## src/rtl/alu_pkg.sv

```systemverilog
// Shared ALU definitions: operation codes and default datapath widths.
// Imported by the operand-issue stage and its register file.
package alu_pkg;

  localparam int DATA_W = 32;
  localparam int ADDR_W = 5;
  localparam int OP_W   = 3;

  localparam logic [OP_W-1:0] OP_ADD = 3'b000;
  localparam logic [OP_W-1:0] OP_SUB = 3'b001;
  localparam logic [OP_W-1:0] OP_AND = 3'b010;
  localparam logic [OP_W-1:0] OP_OR  = 3'b011;
  localparam logic [OP_W-1:0] OP_SRL = 3'b100;
  localparam logic [OP_W-1:0] OP_SRA = 3'b101;

endpackage

```

## src/rtl/grf_core.sv

```systemverilog
// General register file: one write port, two bypassed read ports,
// register 0 hardwired to zero.
module grf_core
  import alu_pkg::*;
#(
  parameter int DW = DATA_W,
  parameter int AW = ADDR_W
) (
  input  logic          clk,
  input  logic          rst_n,
  input  logic [AW-1:0] ra_addr,
  output logic [DW-1:0] ra_data,
  input  logic [AW-1:0] rb_addr,
  output logic [DW-1:0] rb_data,
  input  logic          wb_en,
  input  logic [AW-1:0] wb_addr,
  input  logic [DW-1:0] wb_data
);

  localparam int NREG = 2 ** AW;

  logic [DW-1:0] mem [NREG];
  logic          wr;

  assign wr = wb_en && (wb_addr != '0);

  always_ff @(posedge clk) begin
    if (!rst_n) begin
      for (int i = 0; i < NREG; i++)
        mem[i] <= '0;
    end else if (wr) begin
      mem[wb_addr] <= wb_data;
    end
  end

  // Same-cycle writeback wins over the stored value.
  always_comb begin
    ra_data = '0;
    unique case (1'b1)
      (ra_addr == '0):           ra_data = '0;
      (wr && wb_addr == ra_addr): ra_data = wb_data;
      default:                   ra_data = mem[ra_addr];
    endcase
  end

  always_comb begin
    rb_data = '0;
    unique case (1'b1)
      (rb_addr == '0):           rb_data = '0;
      (wr && wb_addr == rb_addr): rb_data = wb_data;
      default:                   rb_data = mem[rb_addr];
    endcase
  end

endmodule

```

## src/rtl/alu_operand_stage.sv

```systemverilog
// Operand-issue stage ahead of the ALU: GRF read, bypass, immediate
// select and a one-entry valid/ready output register.
module alu_operand_stage
  import alu_pkg::*;
#(
  parameter int DATA_W = alu_pkg::DATA_W,
  parameter int ADDR_W = alu_pkg::ADDR_W,
  parameter int OP_W   = alu_pkg::OP_W
) (
  input  logic              clk,
  input  logic              rst_n,
  input  logic              in_valid,
  output logic              in_ready,
  input  logic [ADDR_W-1:0] in_rs,
  input  logic [ADDR_W-1:0] in_rt,
  input  logic [DATA_W-1:0] in_imm,
  input  logic              in_use_imm,
  input  logic [OP_W-1:0]   in_aluop,
  input  logic              wb_en,
  input  logic [ADDR_W-1:0] wb_addr,
  input  logic [DATA_W-1:0] wb_data,
  output logic              out_valid,
  input  logic              out_ready,
  output logic [DATA_W-1:0] out_a,
  output logic [DATA_W-1:0] out_b,
  output logic [OP_W-1:0]   out_aluop
);

  logic [DATA_W-1:0] rs_data;
  logic [DATA_W-1:0] rt_data;
  logic [DATA_W-1:0] b_sel;
  logic              accept;
  logic              drain;

  grf_core #(
    .DW (DATA_W),
    .AW (ADDR_W)
  ) u_grf (
    .clk     (clk),
    .rst_n   (rst_n),
    .ra_addr (in_rs),
    .ra_data (rs_data),
    .rb_addr (in_rt),
    .rb_data (rt_data),
    .wb_en   (wb_en),
    .wb_addr (wb_addr),
    .wb_data (wb_data)
  );

  assign in_ready = !out_valid || out_ready;
  assign accept   = in_valid && in_ready;
  assign drain    = out_valid && out_ready && !accept;
  assign b_sel    = in_use_imm ? in_imm : rt_data;

  // Held entries are a snapshot; later writebacks do not touch them.
  always_ff @(posedge clk) begin
    if (!rst_n) begin
      out_valid <= 1'b0;
      out_a     <= '0;
      out_b     <= '0;
      out_aluop <= '0;
    end else begin
      unique case (1'b1)
        accept: begin
          out_valid <= 1'b1;
          out_a     <= rs_data;
          out_b     <= b_sel;
          out_aluop <= in_aluop;
        end
        drain:   out_valid <= 1'b0;
        default: ;
      endcase
    end
  end

endmodule

```

## config.mk

```make
export PLATFORM = sky130hd
export DESIGN_NAME = alu_operand_stage
export DESIGN_NICKNAME = d
export VERILOG_FILES = /design/src/rtl/alu_pkg.sv /design/src/rtl/grf_core.sv /design/src/rtl/alu_operand_stage.sv
export SDC_FILE = /design/constraint.sdc
export NUM_CORES = 2
export LEC_CHECK = 0
export CORE_AREA = 2 2 384 386
export DETAILED_ROUTE_END_ITERATION = 8
export DIE_AREA = 0 0 386 388
export SYNTH_ARGS = -nofsm -noshare
export SYNTH_HDL_FRONTEND = slang
export SYNTH_SLANG_ARGS = --single-unit
```

## constraint.sdc

```tcl
create_clock -name clk -period 6.02 [get_ports clk]
set_input_delay 1.505 -clock clk [delete_from_list [all_inputs] [get_ports clk]]
set_output_delay 1.505 -clock clk [all_outputs]
set_load 0.01 [all_outputs]
```

==> impl_results.md <==
- Post-Layout Inst Area: 66000 µm²
- CP Class: in -> reg
- Area post-placement: 62100 µm²
- Worst vdd ir: 0.222 mV
- Initial DRT Pass Iterations: 5
- Netlist Area Pre-Place: 57800 µm²
- Worst slew pin tran: 1230 ps
- Largest net degree at the start of global routing: 65
- Max-slew headroom: 17.8%
- Worst min-delay path startpoint: out_aluop[1]
- CP Launch Type: input port
- Worst R2R Setup Slack: 3760 ps
- Chip Width: 386 µm
- Grt total ovfl: 0
- Wire length per cell: 33.4 µm
- Setup ws final: 1730 ps
- Post-Synthesis Cells: 4067
- Clk sinks: 1092
- Critical-path cell list: clkdlybuf4s50_1, or3_1, o31ai_4, o31a_2, buf_4, o211ai_1, a21oi_1
- Reg clk slew, reported paths: 60 ps
- RD Place Congestion: 0.872
- Post-detail-place hpwl: 122 mm
- Net Switching: 4.86 mW
- Place WS: 1130 ps
- Status: finished clean
- Initial drt markers: 5148
- Minimum clock period: 4290 ps
- H-tree levels: 3
- Req. time, crit path: 6670 ps
- Initial core utilization: 39.8%
- Layout area overhead: 14.1%
- Reg2reg end: out_b[19]
- Share of layout cells above drive strength 1: 20.0%
- Sw frac: 26.0%
- Leading area contributor after synthesis: edfxtp_1
- #FFs+latches synth: 1092
- CTS tree: done
- RSZ-0062 raised after global routing: no
- CTS buffer count: 117
- Slew Limit Fails: 0
- Hold Crit Depth: 2
- Number of gates resized after cts: 0
- Launch point of the worst reg-to-reg path: out_valid
- Final cell utilization of the core: 45.4%
- Drt via density: 6.34
- P_leak: 22.7 nW
- Post-route ant nets: 0
- Synth warn: 0
- # nets final: 4162
- Max cap viols: 0
- Core area: 145000 µm²
- Clock latency on the worst-skew pair: 750 ps
- Delay of the slowest critical-path stage: 740 ps
- CP endpoint kind: flip-flop
- Post-CTS Hold Fix Bufs: 0
- FF-to-FF path depth: 6
- Clock power frac: 39.1%
- Critical path arrival: 4950 ps
- Port bufs: 156
- Fmax: 233 MHz
- Die Ht: 388 µm
- Global-route wire length before repair: 287 mm
- Top cell type's share of synthesized area: 53.2%
- Crit-path leading delay family: compound AO/OA/AOI/OAI gates
- Hold path endpoint: out_aluop[1]
- Combinational power share: 12.7%
- Cell Int Power: 13.8 mW
- Yosys cell types: 43
- Sequential share of power: 48.1%
- Syn_area_per_cell: 14.2 µm²
- Fin crit share: 71.3%
- Initial antenna violation count: 10
- Final Hold Viols: 0
- Worst Clk Skew: 29.6 ps
- CTS Buffer Depth: 3
- Top cells by area, synth: edfxtp_1 (53%), mux4_2 (15%), and2_1 (11%)
- Die area: 150000 µm²
- Crit Path Max Fanout: 25
- GRT Total Usage: 26.9%
- I/O pins: 157
- Buf+Inv Stages, Crit Path: 2
- DR vias: 38600
- Setup-failing EPs final: 0
- Root Buffer: clkbuf_16
- Power per cell area: 284 nW/µm²
- Number of global-route vias before repair: 38000
- # Post-CTS Setup Buffers: 0
- Hold Path Class: reg -> reg
- Seq/Total Area, Yosys: 55.6%
- Row count: 140
- Residual DRC count: 0
- Slowest-stage cell, CP: or3_1
- Setup TNS: 0 ps
- Routed WL: 204 mm
layout by cell type, fill, tap and decap left out, types with 44 or more instances in the layout:
master           instances
a211o_1                 60
a21oi_1                 70
a221oi_1               187
a22oi_1                 62
and2_1                 992
buf_4                  125
clkbuf_16              122
clkdlybuf4s50_1        144
dfxtp_1                 68
edfxtp_1              1024
mux2i_1                316
mux4_2                 387
nand2_1                 44
o211ai_1                63
o21ai_0                 97
per-stage QoR:
step | instances | hold slack (ps) | total power, mW
2_1_floorplan | 4098 | 481 | 10.4
3_3_place_gp | 5872 | 444 | 11.5
3_5_place_dp | 5872 | 451 | 11.5
4_1_cts | 6094 | 463 | 18.7
5_1_grt | 6094 | 493 | 19.2
6_report | 6100 | 462 | 18.7
how the worst max path moves through the flow:
stage                from          endpoint  slack [ps]  depth (start not counted)
6_report       wb_addr[3]         out_a[16]        1730                          7
5_1_grt         out_ready          in_ready        1700                          3
4_1_cts         out_ready          in_ready        1760                          3
3_5_place_dp   wb_addr[3]  u_grf.mem[24][4]        1130                          6
3_3_place_gp   wb_addr[3]         out_a[18]        1210                          7
2_1_floorplan       rst_n  u_grf.mem[24][0]         320                          5
sequential cells by signal, summed over array words and instances (netlist names):
name	flops
out_a	32
u_grf.mem	1024
out_valid	1
out_b	32
out_aluop	3
worst register-to-register path, stage by stage, from the launching register on:
cell      delay (ps)
dfxtp_1          340
nand2b_1         150
nand2_4          600
buf_4            470
or3_1            360
o211ai_1         140
a31oi_1          170
cell usage after synthesis:
library cell / number
nand4b_1: 2
mux4_2: 387
a221o_1: 1
buf_2: 89
nand2b_1: 2
o211ai_1: 63
a21oi_1: 70
a211oi_1: 2
mux2_2: 32
o31ai_4: 1
o2bb2ai_1: 1
a31oi_1: 32
or2_2: 1
conb_1: 1
mux2i_1: 316
and2_1: 993
clkbuf_1: 338
nand2_1: 46
nor2b_1: 1
a211o_1: 60
nor4_1: 1
dfxtp_1: 68
a221oi_1: 187
o21ai_0: 128
inv_1: 6
a22oi_1: 62
nor2_1: 34
edfxtp_1: 1024
inv_2: 1
buf_1: 10
nor4_2: 1
nand3b_1: 4
o22ai_1: 32
or4_4: 1
xnor2_1: 7
or3_1: 32
buf_6: 5
nand3_1: 5
buf_4: 10
xor2_1: 3
nor3_1: 2
nand4_1: 3
o31a_1: 3
layout make-up:
cell class / instances / area, µm²
Fill cell: 12700 / 79300
Clock buffer: 154 / 3230
Sequential cell: 1092 / 32100
Timing Repair Buffer: 309 / 3080
Tap cell: 1917 / 2400
Clock inverter: 68 / 594
Multi-Input combinational cell: 2547 / 24500
Inverter: 7 / 28.8
Antenna cell: 6 / 15.0
kinds of logic (layout without fill, tap and decap cells):
group | count (synthesis) | after routing | synth area share [%]
and+or+nand+nor | 1128 | 1128 | 11.9
DFF | 1092 | 1092 | 55.6
muxes | 735 | 735 | 21.2
AOI/OAI and AO/OA | 642 | 642 | 7.91
buffers and inverters | 459 | 538 | 3.30
xor gates and xnor gates | 10 | 10 | 0.152
other | 1 | 38 | 0.00649
power groups by stage:
stage / clock [mW] / combinational (mW) / sequential, mW
3_5_place_dp: 0 / 2.35 / 9.14
3_3_place_gp: 0 / 2.34 / 9.13
4_1_cts: 7.37 / 2.36 / 8.99
5_1_grt: 7.65 / 2.47 / 9.04
6_report: 7.32 / 2.38 / 9.00
2_1_floorplan: 0 / 1.38 / 9.07
routing by layer:
metal | vias to the layer above | wire (µm) | global-route usage, %
li1 | 15800 | - | -
met1 | 20000 | 83500 | 38.4
met2 | 2369 | 89200 | 39.3
met3 | 384 | 22600 | 6.92
met4 | 6 | 8370 | 10.3
met5 | - | 40 | 0
No activity file was read; power rests on OpenSTA's default activity.
